$ cat config.mk
export PLATFORM = sky130hd
export DESIGN_NAME = seq_det_rr_scheduler
export DESIGN_NICKNAME = d
export VERILOG_FILES = /design/src/rtl/seq_det_pkg.sv /design/src/rtl/seq_det_core.sv /design/src/rtl/seq_det_rr_scheduler.sv
export SDC_FILE = /design/constraint.sdc
export NUM_CORES = 1
export LEC_CHECK = 0
export CAP_MARGIN = 20
export CORE_UTILIZATION = 35
export CTS_BUF_LIST = sky130_fd_sc_hd__clkbuf_16
export CTS_CLUSTER_DIAMETER = 200
export DETAILED_ROUTE_END_ITERATION = 12
export GPL_TIMING_DRIVEN = 0
export SLEW_MARGIN = 20
export SYNTH_ARGS = -nofsm -noshare
export SYNTH_HDL_FRONTEND = slang
export SYNTH_HIERARCHICAL = 1
export SYNTH_SLANG_ARGS = --single-unit
$ cat constraint.sdc
create_clock -name clk -period 5.55 [get_ports clk]
set_input_delay 1.665 -clock clk [delete_from_list [all_inputs] [get_ports clk]]
set_output_delay 1.665 -clock clk [all_outputs]
set_load 0.02 [all_outputs]
$ cat src/rtl/seq_det_pkg.sv
// seq_det_pkg: shared types and next-state function for the "1010"
// overlapping Mealy detector used by seq_det_rr_scheduler.
//   det_state_e  : 2-bit context encoding (A idle, B "1", C "10", D "101")
//   RST_STATE    : context value after reset or ch_clr
//   next_state_f : {next state, hit} for a presented bit
package seq_det_pkg;

  typedef enum logic [1:0] {
    ST_A = 2'd0,
    ST_B = 2'd1,
    ST_C = 2'd2,
    ST_D = 2'd3
  } det_state_e;

  localparam det_state_e RST_STATE = ST_A;

  typedef struct packed {
    det_state_e nxt;
    logic       hit;
  } det_res_t;

  // Overlap: a hit from D leaves the context in C ("10" already seen).
  function automatic det_res_t next_state_f(input det_state_e s, input logic x);
    det_res_t r;
    r.hit = 1'b0;
    r.nxt = RST_STATE;
    case (s)
      ST_A: r.nxt = x ? ST_B : ST_A;
      ST_B: r.nxt = x ? ST_B : ST_C;
      ST_C: r.nxt = x ? ST_D : ST_A;
      ST_D: begin
        r.nxt = x ? ST_B : ST_C;
        r.hit = ~x;
      end
      default: r.nxt = RST_STATE;
    endcase
    return r;
  endfunction

endpackage

$ cat src/rtl/seq_det_core.sv
// seq_det_core: purely combinational detector step, shared by all channels.
// Ports:
//   cur  : context of the granted channel (already forced to A on clear)
//   x    : presented bit
//   nxt  : context to write back
//   hit  : "1010" completed with this bit
module seq_det_core
  import seq_det_pkg::*;
(
  input  det_state_e cur,
  input  logic       x,
  output det_state_e nxt,
  output logic       hit
);

  det_res_t res;

  assign res = next_state_f(cur, x);
  assign nxt = res.nxt;
  assign hit = res.hit;

endmodule

$ cat src/rtl/seq_det_rr_scheduler.sv
// seq_det_rr_scheduler: one "1010" detection engine time-shared among
// NUM_CH serial requesters via round-robin grant, with per-channel saved
// context so each stream is detected independently.
// Ports:
//   clk, rst_n           : clock, async active-low reset
//   req_valid / req_bit  : per-channel request and serial bit
//   req_ready            : one-hot combinational grant (0 if nothing valid)
//   ch_clr               : per-channel synchronous context clear
//   det_valid/ch/hit     : registered result of last cycle's consumed bit
// Optional (macro SEQ_DET_HIT_COUNT_EN):
//   cnt_sel / cnt_rd     : combinational read of per-channel saturating
//                          CNT_W-bit hit counters
module seq_det_rr_scheduler
  import seq_det_pkg::*;
#(
  parameter int NUM_CH = 4,
  parameter int CH_W   = $clog2(NUM_CH),
  parameter int CNT_W  = 8
) (
  input  logic              clk,
  input  logic              rst_n,
  input  logic [NUM_CH-1:0] req_valid,
  input  logic [NUM_CH-1:0] req_bit,
  output logic [NUM_CH-1:0] req_ready,
  input  logic [NUM_CH-1:0] ch_clr,
  output logic              det_valid,
  output logic [CH_W-1:0]   det_ch,
  output logic              det_hit
`ifdef SEQ_DET_HIT_COUNT_EN
  ,
  input  logic [CH_W-1:0]   cnt_sel,
  output logic [CNT_W-1:0]  cnt_rd
`endif
);

  localparam int STAGES = 1;

  if (NUM_CH < 2 || NUM_CH > 16 || CNT_W < 1) begin : g_bad_cfg
    $error("seq_det_rr_scheduler: unsupported NUM_CH/CNT_W");
  end

  logic [NUM_CH-1:0][1:0] ctx;
  logic [CH_W-1:0]        rr_ptr;
  logic                   grant_any;
  logic [CH_W-1:0]        grant_idx;
  logic [STAGES:0]        vld_pipe;
  det_state_e             core_cur;
  det_state_e             core_nxt;
  logic                   core_hit;

  // Rotating priority: scan rr_ptr+1 .. rr_ptr+NUM_CH (mod NUM_CH).
  // Scanning downward lets the nearest valid channel overwrite the rest.
  always_comb begin
    int idx;
    idx       = 0;
    grant_any = 1'b0;
    grant_idx = '0;
    for (int k = NUM_CH; k >= 1; k--) begin
      idx = int'(rr_ptr) + k;
      if (idx >= NUM_CH) idx = idx - NUM_CH;
      if (req_valid[CH_W'(idx)]) begin
        grant_any = 1'b1;
        grant_idx = CH_W'(idx);
      end
    end
  end

  always_comb begin
    req_ready = '0;
    if (grant_any) req_ready[grant_idx] = 1'b1;
  end

  assign vld_pipe[0] = grant_any;

  // A clear colliding with a grant evaluates the bit from the idle state.
  assign core_cur = ch_clr[grant_idx] ? RST_STATE : det_state_e'(ctx[grant_idx]);

  seq_det_core u_core (
    .cur (core_cur),
    .x   (req_bit[grant_idx]),
    .nxt (core_nxt),
    .hit (core_hit)
  );

  always_ff @(posedge clk or negedge rst_n) begin
    if (!rst_n) begin
      for (int i = 0; i < NUM_CH; i++) ctx[i] <= RST_STATE;
      rr_ptr <= CH_W'(NUM_CH - 1);
    end else begin
      for (int i = 0; i < NUM_CH; i++) begin
        if (grant_any && grant_idx == CH_W'(i)) ctx[i] <= core_nxt;
        else if (ch_clr[i])                    ctx[i] <= RST_STATE;
      end
      if (grant_any) rr_ptr <= grant_idx;
    end
  end

  always_ff @(posedge clk or negedge rst_n) begin
    if (!rst_n) begin
      vld_pipe[STAGES:1] <= '0;
      det_ch             <= '0;
      det_hit            <= 1'b0;
    end else begin
      vld_pipe[STAGES:1] <= vld_pipe[STAGES-1:0];
      if (grant_any) begin
        det_ch  <= grant_idx;
        det_hit <= core_hit;
      end
    end
  end

  assign det_valid = vld_pipe[STAGES];

`ifdef SEQ_DET_HIT_COUNT_EN
  logic [NUM_CH-1:0][CNT_W-1:0] hit_cnt;

  // Clear beats a same-cycle hit; counters stick at all-ones.
  always_ff @(posedge clk or negedge rst_n) begin
    if (!rst_n) begin
      hit_cnt <= '0;
    end else begin
      for (int i = 0; i < NUM_CH; i++) begin
        if (ch_clr[i])
          hit_cnt[i] <= '0;
        else if (grant_any && grant_idx == CH_W'(i) && core_hit && !(&hit_cnt[i]))
          hit_cnt[i] <= hit_cnt[i] + 1'b1;
      end
    end
  end

  assign cnt_rd = hit_cnt[cnt_sel];
`endif

endmodule

==> metrics, run 1 <==
run status=complete, no violations; Longest Clk Path Bufs=2; PortBufs=21; first-pass GRT wire length=~3.2 mm; Yosys warning count=6; # DRC=0; diode count=0; Worst slew margin=approximately 48%; Post-Synthesis Cells=a little under 90; clk root buf=clkbuf_16; vias in the first global route=between 700 and 800; H-tree lvl count=1; FP Rows=17; commonest cells after routing, fill and taps aside=clkdlybuf4s50_1, dfrtp_1, inv_1; CP Cell Sequence=clkdlybuf4s50_1 -> nand2b_1 -> o22a_1 -> a21bo_2 -> buf_4 -> nand2_1 -> inv_1 -> clkdlybuf4s50_1; first-pass iteration count of the detailed router=4; I/O pin cnt=22; worst vdd ir=a little over 0.0002 V; Syn Area/Cell=a little under 10 sq um; CP Capture Type=primary output; Worst Skew=just under 0.006 ns; period utilisation layout=~98%; area leader, netlist=dfrtp_1; dpl hpwl=1.47 mm; CP arrival=roughly 3.8 ns; DP Area=between 1000 and 1500 sq um; FMAX=approximately 180 MHz; synth-to-layout area growth=39.6%; critical path's most frequent cell=clkdlybuf4s50_1; Util after Layout=between 50% and 60%; GRT Overall Usage=~16%; Setup crit start kind=input pin; wire length per cell=about 14 um; Initial Utilization=roughly two fifths; worst slew pin tran=0.769 ns; Routed WL=about 2.0 mm; Die Footprint=~2700 sq um; most common cell after layout, fill and taps aside=clkdlybuf4s50_1; pin count of the biggest net entering global routing=15; max_cap viols=0; DR iter-0 viols=11; Total Nets Final=between 100 and 150; Skew-Pair Late Insertion Delay=approximately 0.24 ns; post-CTS setup buffers=0; Final Cell Area=roughly 1200 sq um; smallest hold slack=0.478 ns; Crit Path Category=in2out; Crit path required time=3.88 ns; Final Slew Violations=0; core area=around 2300 sq um; final RePlAce weighted congestion=just under 0.8; ratio of cells with drive above 1 in the final layout=roughly a fifth; cell leakage power=0.551 nW; die height=51.9 um; clk sinks=14; Synth area leaders=dfrtp_1, mux2_2, dfstp_2; top cell type's share of synthesized area=34.4%; Yosys reg bits=14; vias per inst=between 5 and 6; initial antenna violation count=0; Final Hold Fails=0; Die W=between 50 and 60 um; Via Count=~730; CTS tree=built; Synth Net Count=between 100 and 150; Setup-failing EPs final=0; Final ANT Viol Nets=0; Final min period=~5.4 ns; CP max stage delay=between 0.5 and 0.6 ns; Post-Syn Area=about 870 sq um; synth unique cells=32; GRT overflow=0; critical path fanouts, max=10; sequential share of the synthesized area=40.5%; CTS Buf Count=3; Clk pin slew, worst setup/hold paths=around 0.040 ns; Min-Delay Path Class=reg2reg; CP max stage cell=clkdlybuf4s50_1; total power per unit cell area=379 nW/um^2
-- cell families after synthesis --
| logic type | after synthesis | share of synthesized area, % |
|---|---|---|
| and+or+nand+nor | 26 | 16.6 |
| AOI/OAI and AO/OA | 23 | 20.1 |
| DFF | 14 | 40.5 |
| muxes | 13 | 16.2 |
| buffers and inverters | 13 | 6.60 |
-- flip-flops by register name, summed over array words and instances, names as in the netlist --
signal     cells
det_hit        1
rr_ptr         2
ctx            8
det_valid      1
det_ch         2
-- where the power goes --
| group | switching [W] | leakage, nW | internal, W |
|---|---|---|---|
| clock network | 0.0000390 | 0.0423 | 0.0000949 |
| logic | 0.0000939 | 0.334 | 0.0000901 |
| registers | 0.0000142 | 0.175 | 0.000129 |
| total | 0.000147 | 0.551 | 0.000314 |
-- routing by layer --
metal  wire length, um  global-route usage (%)
met1               887                    20.4
met2               963                    27.4
met3               115                    2.92
met4                17                    6.76
met5                 0                       0
-- worst paths after layout --
kind	slack [ns]	from	depth (start not counted)	end
worst max-delay path	0.10	req_valid[2]	8	req_ready[3]
worst min-delay path	0.48	det_ch[0]	1	det_ch[0]
worst max register to register	2.78	rr_ptr[1]	9	ctx[5]
worst min register to register	0.48	det_ch[0]	1	det_ch[0]
max in group asynchronous	3.31	rst_n	1	det_ch[1]
min in group asynchronous	1.82	rst_n	1	ctx[0]
-- layout make-up --
cell class | instances | area [sq um]
sequential | 14 | 353
tap | 28 | 35.0
inverter | 10 | 37.5
timing repair buffer | 21 | 211
multi-input combinational | 62 | 479
fill | 215 | 1060
buffer | 3 | 22.5
clock buffer | 3 | 75.1
clock inverter | 1 | 3.75
-- repair_timing --
action / in CTS / in global routing
pin swaps: 0 / 1
resized for setup: 3 / 2
hold buffers: 0 / 0
endpoints found under the setup margin: 4 / 3
-- through the flow --
step                      worst slack (ns)  power, W  setup TNS, ns  std cells
final                                0.103  0.000461              0        142
after CTS                           0.0680  0.000463              0        142
after floorplan                       1.11  0.000263              0         89
after detailed placement           -0.0637  0.000325         -0.150        138
after global placement             -0.0564  0.000321         -0.112        138
after global routing              -0.00361  0.000486       -0.00361        142
-- Yosys cell counts --
library cell / count
dfrtp_1: 12
inv_1: 10
mux2_2: 9
nand2_1: 8
a21oi_1: 6
nor2_1: 5
nor2b_1: 5
mux2i_1: 4
a211oi_1: 2
a21boi_0: 2
a21o_1: 2
a221oi_1: 2
dfstp_2: 2
o21ai_1: 2
a211o_1: 1
a21bo_2: 1
a221o_1: 1
and2_1: 1
and2_4: 1
and2b_1: 1
buf_2: 1
buf_6: 1
clkbuf_1: 1
nand2b_1: 1
nand3b_1: 1
nor3_2: 1
nor3b_2: 1
nor4_1: 1
o21a_1: 1
o21ai_0: 1
o22a_1: 1
o32a_4: 1
-- critical path, delay by kind of cell --
family	cells	cell delay [ns]
and+or+nand+nor	2	0.31
AOI/OAI and AO/OA	2	0.46
buffers and inverters	4	1.34
(Power assumes the default switching activity.)
==> run 2: changes to the inputs <==
- ABC_AREA: default -> 1
- SLEW_MARGIN: 20 -> 0
==> metrics, run 2 <==
WL met2=roughly 1.1 mm; Via Count=987; unrepaired setup endpoints after global routing=false; EDFF count, synth=0; Largest regs=ctx: 8 flops, det_ch: 2 flops, rr_ptr: 2 flops; vias per inst=4.75; Setup crit start kind=input pin; commonest cells after routing, fill and taps aside=nand2_1, inv_1, nand3_1; critical path depth=13; FP Rows=19; worst slew pin tran=0.640 ns; synth unique cells=19; Final Hold Fails=0; I/O pin cnt=22; ratio of cells with drive above 1 in the final layout=between 10 and 15%; Worst slew margin=57.2%; GRT Overall Usage=15.3%; clk root buf=clkbuf_16; DP Cell Count=~200; # DRC=0; GRT overflow=0; FMAX=about 180 MHz; run status=complete, no violations; hold path depth=2; Final Cell Area=1340 sq um; Yosys reg bits=14; Clk pin slew, worst setup/hold paths=roughly 0.05 ns; top-count cell post-synth=nand2_1; r2r worst-path depth=18; DR iter-0 viols=36; Synth Net Count=166; CTS Buf Count=3; Async S/R FF share, synth=100%; DP Area=approximately 1300 sq um; pin count of the biggest net entering global routing=15; CP startpoint=req_valid[1]; sequential share of the synthesized area=35.0%; Post-Syn Area=about 1000 sq um; Post-Synthesis Cells=approximately 150; Crit Path Category=in2out; post-CTS setup buffers=0; Die Footprint=slightly above 3000 sq um; CP arrival=3.78 ns; Routed WL=between 2 and 2.5 mm; CTS tree=built; Largest register FFs=8; clk sinks=14; wire length per cell=~11 um; WL met1=about 1 mm; Critical Path Sink=req_ready[1]; critical path fanouts, max=10; hold-fix buffer count after cts=0; final std cells w/o fill=208; CP max stage delay=a little under 0.6 ns; period utilisation layout=just under 100%; diode count=0; Synth area leaders=dfrtp_1, nand2_1, nand3_1; Crit path required time=3.88 ns; max_cap viols=0; r2r endpoint=ctx[5]; core area=~2700 sq um; dpl hpwl=~1.8 mm; Setup-failing EPs final=0; Min-Delay Path Class=reg2reg; synth-to-layout area growth=33.0%; Initial Utilization=approximately 37%; Skew-Pair Late Insertion Delay=approximately 0.24 ns; Yosys warning count=6; Final ANT Viol Nets=0; Syn Area/Cell=around 6.6 sq um; Final Slew Violations=0; R2R setup slack=3.11 ns; H-tree lvl count=1; Final min period=5.44 ns; area leader, netlist=dfrtp_1; most common cell after layout, fill and taps aside=nand2_1; family with the most delay on the worst path=buffers and inverters; vias in the first global route=around 890; first-pass iteration count of the detailed router=4; first-pass GRT wire length=3.66 mm; Util after Layout=49.0%; PortBufs=21; DR top layer=met4; CP Cell Sequence=clkdlybuf4s50_1 -> inv_1 -> o21ai_1 -> nand2_1 -> nand2_1 -> nand2_2 -> nand2_2 -> nand2_4 -> nand2_4 -> buf_8 -> nand2_2 -> inv_1 -> clkdlybuf4s50_1; WL met3=76 um; top cell type's share of synthesized area=between 20% and 30%; Total Nets Final=192; initial antenna violation count=0; CP max stage cell=clkdlybuf4s50_1; final RePlAce weighted congestion=approximately 0.80; Commonest cells post-synth=nand2_1, inv_1, nand3_1; Top reg by flops=ctx; die height=55.6 um; critical path's most frequent cell=nand2_2; main flop type after synthesis=dfrtp_1; Critical R2R Launch=rr_ptr[0]; Worst Skew=roughly 0.00035 ns; Longest Clk Path Bufs=2; post-route setup TNS=0 ns; CP bufs+invs=5; CP Capture Type=primary output; Die W=55.6 um
run 2: changes by cell type after synthesis, moves of 4 or more:
cell     previous run  this run
nand3_1             0        24
inv_1              10        25
nor2b_1             5         0
mux2_2              9         0
nand2_2             0         7
nand2_1             8        53
mux2i_1             4         0
o21ai_1             2         8
run 2: cell families after synthesis:
group	Yosys count	synth area share, %
AND/OR/NAND/NOR	91	42.9
buffers and inverters	33	15.2
flip-flops	14	35.0
AO/OA/AOI/OAI	14	6.96
run 2: layer usage:
layer / GRT usage [%] / vias to the layer above
li1: - / 517
met1: 18.5 / 447
met2: 26.3 / 18
met3: 2.33 / 5
met4: 7.50 / 0
met5: 0 / -
run 2: layout make-up:
class,instances,area [sq um]
Buffer,3,30.0
Sequential cell,14,353
Inverter,30,123
Tap cell,31,38.8
Clock buffer,3,75.1
Multi-Input combinational cell,105,502
Fill cell,261,1390
Clock inverter,1,3.75
Timing Repair Buffer,21,215
run 2: timing repair:
action,in CTS,in global routing
endpoints found under the hold margin,0,0
gates resized for setup,0,2
setup endpoints to repair,0,2
run 2: worst min-delay path, stage by stage, from the launching register on:
cell     delay (ns)
dfrtp_1        0.34
nand2_1        0.05
nand2_1        0.06
run 2: worst min path at each step:
stage                     startpoint        end  slack, ns
after floorplan               ctx[4]     ctx[4]       0.48
after global placement     det_ch[0]  det_ch[0]       0.47
after detailed placement   det_ch[1]  det_ch[1]       0.49
after CTS                    det_hit    det_hit       0.50
after global routing       det_ch[1]  det_ch[1]       0.51
final                        det_hit    det_hit       0.49
run 2: stage by stage:
stage          hold WS [ns]  worst slack, ns
6_report              0.491            0.109
2_1_floorplan         0.478             1.24
3_3_place_gp          0.466            0.151
3_5_place_dp          0.486            0.111
5_1_grt               0.508           0.0135
4_1_cts               0.498            0.101
Power of run 2 is left out: the tool's default activity adds up to more than one toggle a clock period on the data nets, which glitch-free logic cannot reach.
